<file path="config.mk">
export PLATFORM = sky130hd
export DESIGN_NAME = load_store_unit
export DESIGN_NICKNAME = d
export VERILOG_FILES = /design/src/rtl/riscv_pkg.sv /design/src/rtl/lsu_align.sv /design/src/rtl/load_store_unit.sv
export SDC_FILE = /design/constraint.sdc
export NUM_CORES = 1
export LEC_CHECK = 0
export ABC_AREA = 1
export BUFFER_PORTS_ARGS = -buffer_cell sky130_fd_sc_hd__buf_4
export CAP_MARGIN = 5
export CORE_MARGIN = 8
export CORE_UTILIZATION = 35
export CTS_CLUSTER_DIAMETER = 80
export DETAILED_ROUTE_END_ITERATION = 8
export PLACE_DENSITY = 0.58
export RECOVER_POWER = 25
export REMOVE_ABC_BUFFERS = 1
export SETUP_SLACK_MARGIN = 0.2
export SKIP_LAST_GASP = 1
export SYNTH_ARGS = -nofsm -noshare
export SYNTH_HDL_FRONTEND = slang
export SYNTH_HIERARCHICAL = 1
export SYNTH_SLANG_ARGS = --single-unit
</file>
<file path="constraint.sdc">
create_clock -name clk -period 2.84 [get_ports clk]
set_input_delay 0.142 -clock clk [delete_from_list [all_inputs] [get_ports clk]]
set_output_delay 0.142 -clock clk [all_outputs]
set_load 0.02 [all_outputs]
</file>
<file path="src/rtl/riscv_pkg.sv">
// Shared load/store constants: funct3 encodings, LSU state encoding and timeout default.
package riscv_pkg;

    localparam int unsigned TimeoutDefault = 255;

    localparam logic [2:0] Funct3B  = 3'b000;
    localparam logic [2:0] Funct3H  = 3'b001;
    localparam logic [2:0] Funct3W  = 3'b010;
    localparam logic [2:0] Funct3Bu = 3'b100;
    localparam logic [2:0] Funct3Hu = 3'b101;

    typedef enum logic [1:0] {
        StIdle = 2'd0,
        StReq  = 2'd1,
        StWait = 2'd2,
        StDone = 2'd3
    } lsu_state_e;

    // Unknown access sizes are reported as alignment faults.
    function automatic logic is_misaligned(input logic [2:0] funct3, input logic [1:0] addr_lo);
        logic mis;
        case (funct3)
            Funct3B, Funct3Bu: mis = 1'b0;
            Funct3H, Funct3Hu: mis = addr_lo[0];
            Funct3W:           mis = |addr_lo;
            default:           mis = 1'b1;
        endcase
        return mis;
    endfunction

endpackage

</file>
<file path="src/rtl/lsu_align.sv">
// Byte-lane steering: store byte enables / data replication and load extract + extend.
module lsu_align
    import riscv_pkg::*;
(
    input  logic [2:0]  funct3_i,
    input  logic [1:0]  addr_lo_i,
    input  logic [31:0] wdata_i,
    input  logic [31:0] rdata_i,
    output logic [3:0]  be_o,
    output logic [31:0] wdata_o,
    output logic [31:0] rdata_o
);

    logic [31:0] shifted;

    always_comb begin
        be_o    = 4'b1111;
        wdata_o = wdata_i;
        case (funct3_i)
            Funct3B, Funct3Bu: begin
                be_o    = 4'b0001 << addr_lo_i;
                wdata_o = {4{wdata_i[7:0]}};
            end
            Funct3H, Funct3Hu: begin
                be_o    = addr_lo_i[1] ? 4'b1100 : 4'b0011;
                wdata_o = {2{wdata_i[15:0]}};
            end
            default: ;
        endcase
    end

    assign shifted = rdata_i >> {addr_lo_i, 3'b000};

    always_comb begin
        rdata_o = shifted;
        case (funct3_i)
            Funct3B:  rdata_o = {{24{shifted[7]}}, shifted[7:0]};
            Funct3Bu: rdata_o = {24'h0, shifted[7:0]};
            Funct3H:  rdata_o = {{16{shifted[15]}}, shifted[15:0]};
            Funct3Hu: rdata_o = {16'h0, shifted[15:0]};
            default: ;
        endcase
    end

endmodule

</file>
<file path="src/rtl/load_store_unit.sv">
// Single-outstanding load/store unit bridging the core to a req/gnt/rvalid word bus,
// with alignment fault detection and a bus timeout.
module load_store_unit
    import riscv_pkg::*;
#(
    parameter int unsigned TIMEOUT = TimeoutDefault
) (
    input  logic        clk,
    input  logic        rst,
    input  logic        req_valid,
    input  logic        req_we,
    input  logic [2:0]  req_funct3,
    input  logic [31:0] req_addr,
    input  logic [31:0] req_wdata,
    output logic        stall,
    output logic        rsp_valid,
    output logic [31:0] rsp_rdata,
    output logic        misaligned,
    output logic        bus_err,
    output logic        mem_req,
    output logic        mem_we,
    output logic [31:0] mem_addr,
    output logic [31:0] mem_wdata,
    output logic [3:0]  mem_be,
    input  logic        mem_gnt,
    input  logic        mem_rvalid,
    input  logic [31:0] mem_rdata
);

    localparam int unsigned    CntW    = $clog2(TIMEOUT + 1);
    localparam logic [CntW-1:0] CntLast = CntW'(TIMEOUT - 1);

    lsu_state_e      state_q, state_d;
    logic [31:0]     addr_q, wdata_q;
    logic            we_q;
    logic [2:0]      funct3_q;
    logic [CntW-1:0] cnt_q, cnt_d;
    logic [31:0]     rsp_rdata_q, rsp_rdata_d;
    logic            rsp_valid_q, rsp_valid_d;
    logic            misaligned_q, misaligned_d;
    logic            bus_err_q, bus_err_d;
    logic            capture;
    logic [3:0]      be;
    logic [31:0]     load_data;

    lsu_align u_align (
        .funct3_i  (funct3_q),
        .addr_lo_i (addr_q[1:0]),
        .wdata_i   (wdata_q),
        .rdata_i   (mem_rdata),
        .be_o      (be),
        .wdata_o   (mem_wdata),
        .rdata_o   (load_data)
    );

    always_comb begin
        state_d      = state_q;
        cnt_d        = cnt_q;
        capture      = 1'b0;
        rsp_valid_d  = 1'b0;
        misaligned_d = 1'b0;
        bus_err_d    = 1'b0;
        rsp_rdata_d  = '0;
        unique case (state_q)
            StIdle: begin
                if (req_valid) begin
                    if (is_misaligned(req_funct3, req_addr[1:0])) begin
                        state_d      = StDone;
                        rsp_valid_d  = 1'b1;
                        misaligned_d = 1'b1;
                    end else begin
                        state_d = StReq;
                        capture = 1'b1;
                        cnt_d   = '0;
                    end
                end
            end
            StReq: begin
                cnt_d = cnt_q + 1'b1;
                // Completion wins over timeout; timeout wins over moving to WAIT.
                if (mem_gnt && (we_q || mem_rvalid)) begin
                    state_d     = StDone;
                    rsp_valid_d = 1'b1;
                    if (!we_q) rsp_rdata_d = load_data;
                end else if (cnt_q == CntLast) begin
                    state_d     = StDone;
                    rsp_valid_d = 1'b1;
                    bus_err_d   = 1'b1;
                end else if (mem_gnt) begin
                    state_d = StWait;
                end
            end
            StWait: begin
                cnt_d = cnt_q + 1'b1;
                if (mem_rvalid) begin
                    state_d     = StDone;
                    rsp_valid_d = 1'b1;
                    rsp_rdata_d = load_data;
                end else if (cnt_q == CntLast) begin
                    state_d     = StDone;
                    rsp_valid_d = 1'b1;
                    bus_err_d   = 1'b1;
                end
            end
            StDone:  state_d = StIdle;
            default: state_d = StIdle;
        endcase
    end

    always_ff @(posedge clk or posedge rst) begin
        if (rst) begin
            state_q      <= StIdle;
            cnt_q        <= '0;
            addr_q       <= '0;
            wdata_q      <= '0;
            we_q         <= 1'b0;
            funct3_q     <= '0;
            rsp_rdata_q  <= '0;
            rsp_valid_q  <= 1'b0;
            misaligned_q <= 1'b0;
            bus_err_q    <= 1'b0;
        end else begin
            state_q      <= state_d;
            cnt_q        <= cnt_d;
            rsp_rdata_q  <= rsp_rdata_d;
            rsp_valid_q  <= rsp_valid_d;
            misaligned_q <= misaligned_d;
            bus_err_q    <= bus_err_d;
            if (capture) begin
                addr_q   <= req_addr;
                wdata_q  <= req_wdata;
                we_q     <= req_we;
                funct3_q <= req_funct3;
            end
        end
    end

    assign stall      = req_valid && (state_q != StDone);
    assign rsp_valid  = rsp_valid_q;
    assign rsp_rdata  = rsp_rdata_q;
    assign misaligned = misaligned_q;
    assign bus_err    = bus_err_q;
    assign mem_req    = (state_q == StReq);
    assign mem_we     = we_q;
    assign mem_addr   = {addr_q[31:2], 2'b00};
    assign mem_be     = mem_req ? be : 4'b0000;

endmodule

</file>
==> summary.txt <==
Logic synthesis
  • Post-synthesis sequential area ratio: 44.8%
  • Synth async-reset ratio: between 90% and 100%
  • Synth Flop Type: dfrtp_1
  • Post-Syn Area per Cell: about 7.8 µm²
  • Synth area leader: dfrtp_1
  • Synth cell count leaders: nand2_1 (304), dfrtp_1 (113), nand3_1 (83), inv_1 (62), nor2_1 (50)
  • Share of the synthesized area in the top cell type: around 45%
  • FF+latch count, synth: between 100 and 150
  • Synth top area cells: dfrtp_1 (45%), nand2_1 (18%), nand3_1 (6.6%), buf_4 (5.5%), nand3_2 (5.2%)
  • YS warnings: 6
  • Post-synth EDFFs: 0
  • Cell count after synthesis: between 800 and 900
  • Mapped cell area: between 6000 and 7000 µm²
  • Yosys cell types: 30
  • Count leader, synth: nand2_1

Outcome
  • Status: finished, final reports clean

Pwr
  • Power Dens Cells: 1130 nW/µm²
  • P_int: 5370 µW
  • Combinational share of power: ~51%
  • Clk pwr share: between 20 and 25%
  • Peak supply drop: roughly 0.55 mV
  • Overall power: about 9900 µW
  • NetSw: between 4000 and 5000 µW
  • Pleak: approximately 0.0048 µW
  • Seq pwr share: 27.0%
  • Switch share: 45.8%

Critical path
  • Crit path DAT: around 1.9 ns
  • Required time worst endpoint: about 2.7 ns
  • Worst reg2reg startpoint: funct3_q[1]
  • Worst R2R End: rsp_rdata[23]
  • FF-to-FF setup slack: about 0.94 ns
  • CP Max Fanout: 14
  • CP startpoint kind: flip-flop
  • Register-to-Register Path Depth: 7
  • Setup CP Type: reg2out
  • Setup crit end kind: output port

Timing
  • Final hold viol count: 0
  • Slew headroom: between 50% and 60%
  • Tmin final: roughly 2 ns
  • Slew Limit Fails: 0
  • Max Clock Freq: roughly 490 MHz
  • Setup violators final: 0
  • Fin crit share: between 70% and 80%
  • WHS: between 0.015 and 0.02 ns
  • Setup WS post-layout: ~0.80 ns
  • Clock Skews: about 0.018 ns
  • Measured slew at the worst slew-check pin: approximately 0.65 ns
  • RSZ-0062 raised after global routing: false

Run
  • MaxCap Viol Count: 0

Place
  • GPL Wtd Cong: 0.836
  • # port buffers: 208
  • Dpl cells: about 1200
  • Worst slack at placement: about 0.94 ns
  • Post-DP HPWL: 13800 µm

Clock tree
  • Clock latency on the worst-skew pair: about 0.42 ns
  • TritonCTS Buffers: 17
  • Worst-path clk slew: roughly 0.060 ns
  • Clock tree buffer depth: 2
  • Post-CTS sizing: 0
  • Root Buffer: clkbuf_16
  • # clock sinks: ~110
  • H-tree depth: 4
  • CTS tree: yes

Hold path
  • HP Class: in2reg
  • Hold Crit Start: req_addr[14]
  • Hold Crit Depth: 3
  • Hold Path End: addr_q[14]

Detailed routing
  • ANT nets after route: 0
  • # DRC: 0
  • Detailed-route via count: just under 6000
  • Detailed Routing Iterations Pass 1: 5
  • Iter 0 DRT Violations: roughly 240
  • DR WL/cell: between 15 and 20 µm
  • Post-DR vias/cell: 4.63
  • Final WL: roughly 20000 µm

Floorplanning
  • Site Rows: 49
  • Die Span Y: around 150 µm
  • IO Pins: about 210
  • Die X: around 150 µm
  • Die area: between 20000 and 25000 µm²
  • Starting Density: a little over a third
  • Placeable Area: 17800 µm²

Global routing
  • Gr ovfl total: 0
  • Total track usage: 18.0%
  • Number of global-route vias before repair: between 6000 and 7000
  • Initial antenna violation count: 1
  • Largest net degree at the start of global routing: roughly 70
  • First-pass GRT wire length: ~32000 µm

Layout
  • Final core occ: 49.3%
  • Fin nets: around 1100
  • Share of layout cells above drive strength 1: 26.8%
  • Area Growth Syn to Fin: 39.3%
  • Post-route insts no fill: 1272
[cell type report]
type,count,area [µm²]
Sequential cell,113,2830
Inverter,69,267
Clock inverter,14,155
Fill cell,1757,9050
Tap cell,229,287
Timing Repair Buffer,285,2190
Antenna cell,1,2.50
Multi-Input combinational cell,543,2630
Clock buffer,18,439
[layer usage]
layer | vias up | wire, µm | track usage (%)
li1 | 2910 | - | -
met1 | 2743 | 8620 | 21.8
met2 | 226 | 9210 | 28.6
met3 | 12 | 2040 | 8.39
met4 | 0 | 148 | 3.95
met5 | - | 0 | 0
[per-stage QoR]
step	TNS, ns	cell area [µm²]
CTS	0	8930
floorplan	-32.70	5720
global placement	0	7680
global route	0	8790
finish	0	8790
detailed placement	0	7680
[timing repair]
| item | 4_1_cts | 5_1_grt |
|---|---|---|
| setup endpoints to repair | 0 | 0 |
| hold buffers | 65 | 0 |
| setup buffers | 0 | 0 |
| hold endpoints to repair | 110 | 0 |
[power groups by stage]
stage | sequential (µW) | clock (µW) | combinational [µW]
2_1_floorplan | 3110 | 0 | 2580
3_3_place_gp | 2690 | 0 | 5110
3_5_place_dp | 2690 | 0 | 5150
4_1_cts | 2680 | 2200 | 5230
5_1_grt | 2770 | 2280 | 5630
6_report | 2680 | 2150 | 5080
[kinds of logic after synthesis]
| group | synth area share (%) |
|---|---|
| AND/OR/NAND/NOR | 35.9 |
| flip-flops | 44.8 |
| buffers and inverters | 13.6 |
| adder cells (fa/ha/maj) | 1.39 |
| XOR/XNOR | 0.555 |
| other | 0.0594 |
| AO/OA/AOI/OAI | 3.67 |
[worst max-delay path: stages, from the launching register on]
cell and delay [ns]:
dfrtp_1 0.63, inv_4 0.18, nand2_2 0.21, inv_1 0.13
nand2_1 0.08, nand3_1 0.08, buf_4 0.17
[registers in the layout, summed over array words and instances, names as in the netlist]
name and flops:
mem_we 1, bus_err 1, funct3_q 3, addr_q 32, rsp_rdata 32, state_q 2
misaligned 1, cnt_q 8, wdata_q 32, rsp_valid 1
[how the worst max path moves through the flow]
stage          depth (start not counted)       endpoint   startpoint
2_1_floorplan                          1      addr_q[0]          rst
3_3_place_gp                           7   rsp_rdata[8]  funct3_q[1]
3_5_place_dp                           7  rsp_rdata[22]  funct3_q[1]
4_1_cts                                5  mem_wdata[10]  funct3_q[1]
5_1_grt                                6  mem_wdata[26]  funct3_q[1]
6_report                               6  mem_wdata[28]  funct3_q[1]
[placed cells by master (no fill, tap or decap), types with 2 or more instances in the layout]
cell type      netlist  layout
nand2_2              8       8
conb_1               1       2
clkbuf_16            0      17
nor2_2               5       5
inv_4                2       3
buf_4               46     181
nand2_4              5       5
xor2_1               3       3
buf_12               0       2
o211ai_1             4       4
o21ai_1              9       9
nand2_1            304     304
inv_1               62      61
dfrtp_1            113     113
dlygate4sd3_1        0      65
ha_1                 7       7
clkbuf_1             4      37
nor2_1              50      50
nand3_2             33      33
a21oi_1              3       3
clkinvlp_4           0       5
o21ai_0             13      13
clkinv_4             0       2
nand3_1             83      83
bufinv_16            0       2
a22oi_1              7       7
inv_6                0       4
nor2_4               3       3
inv_2                5       5
(Power assumes the default switching activity.)
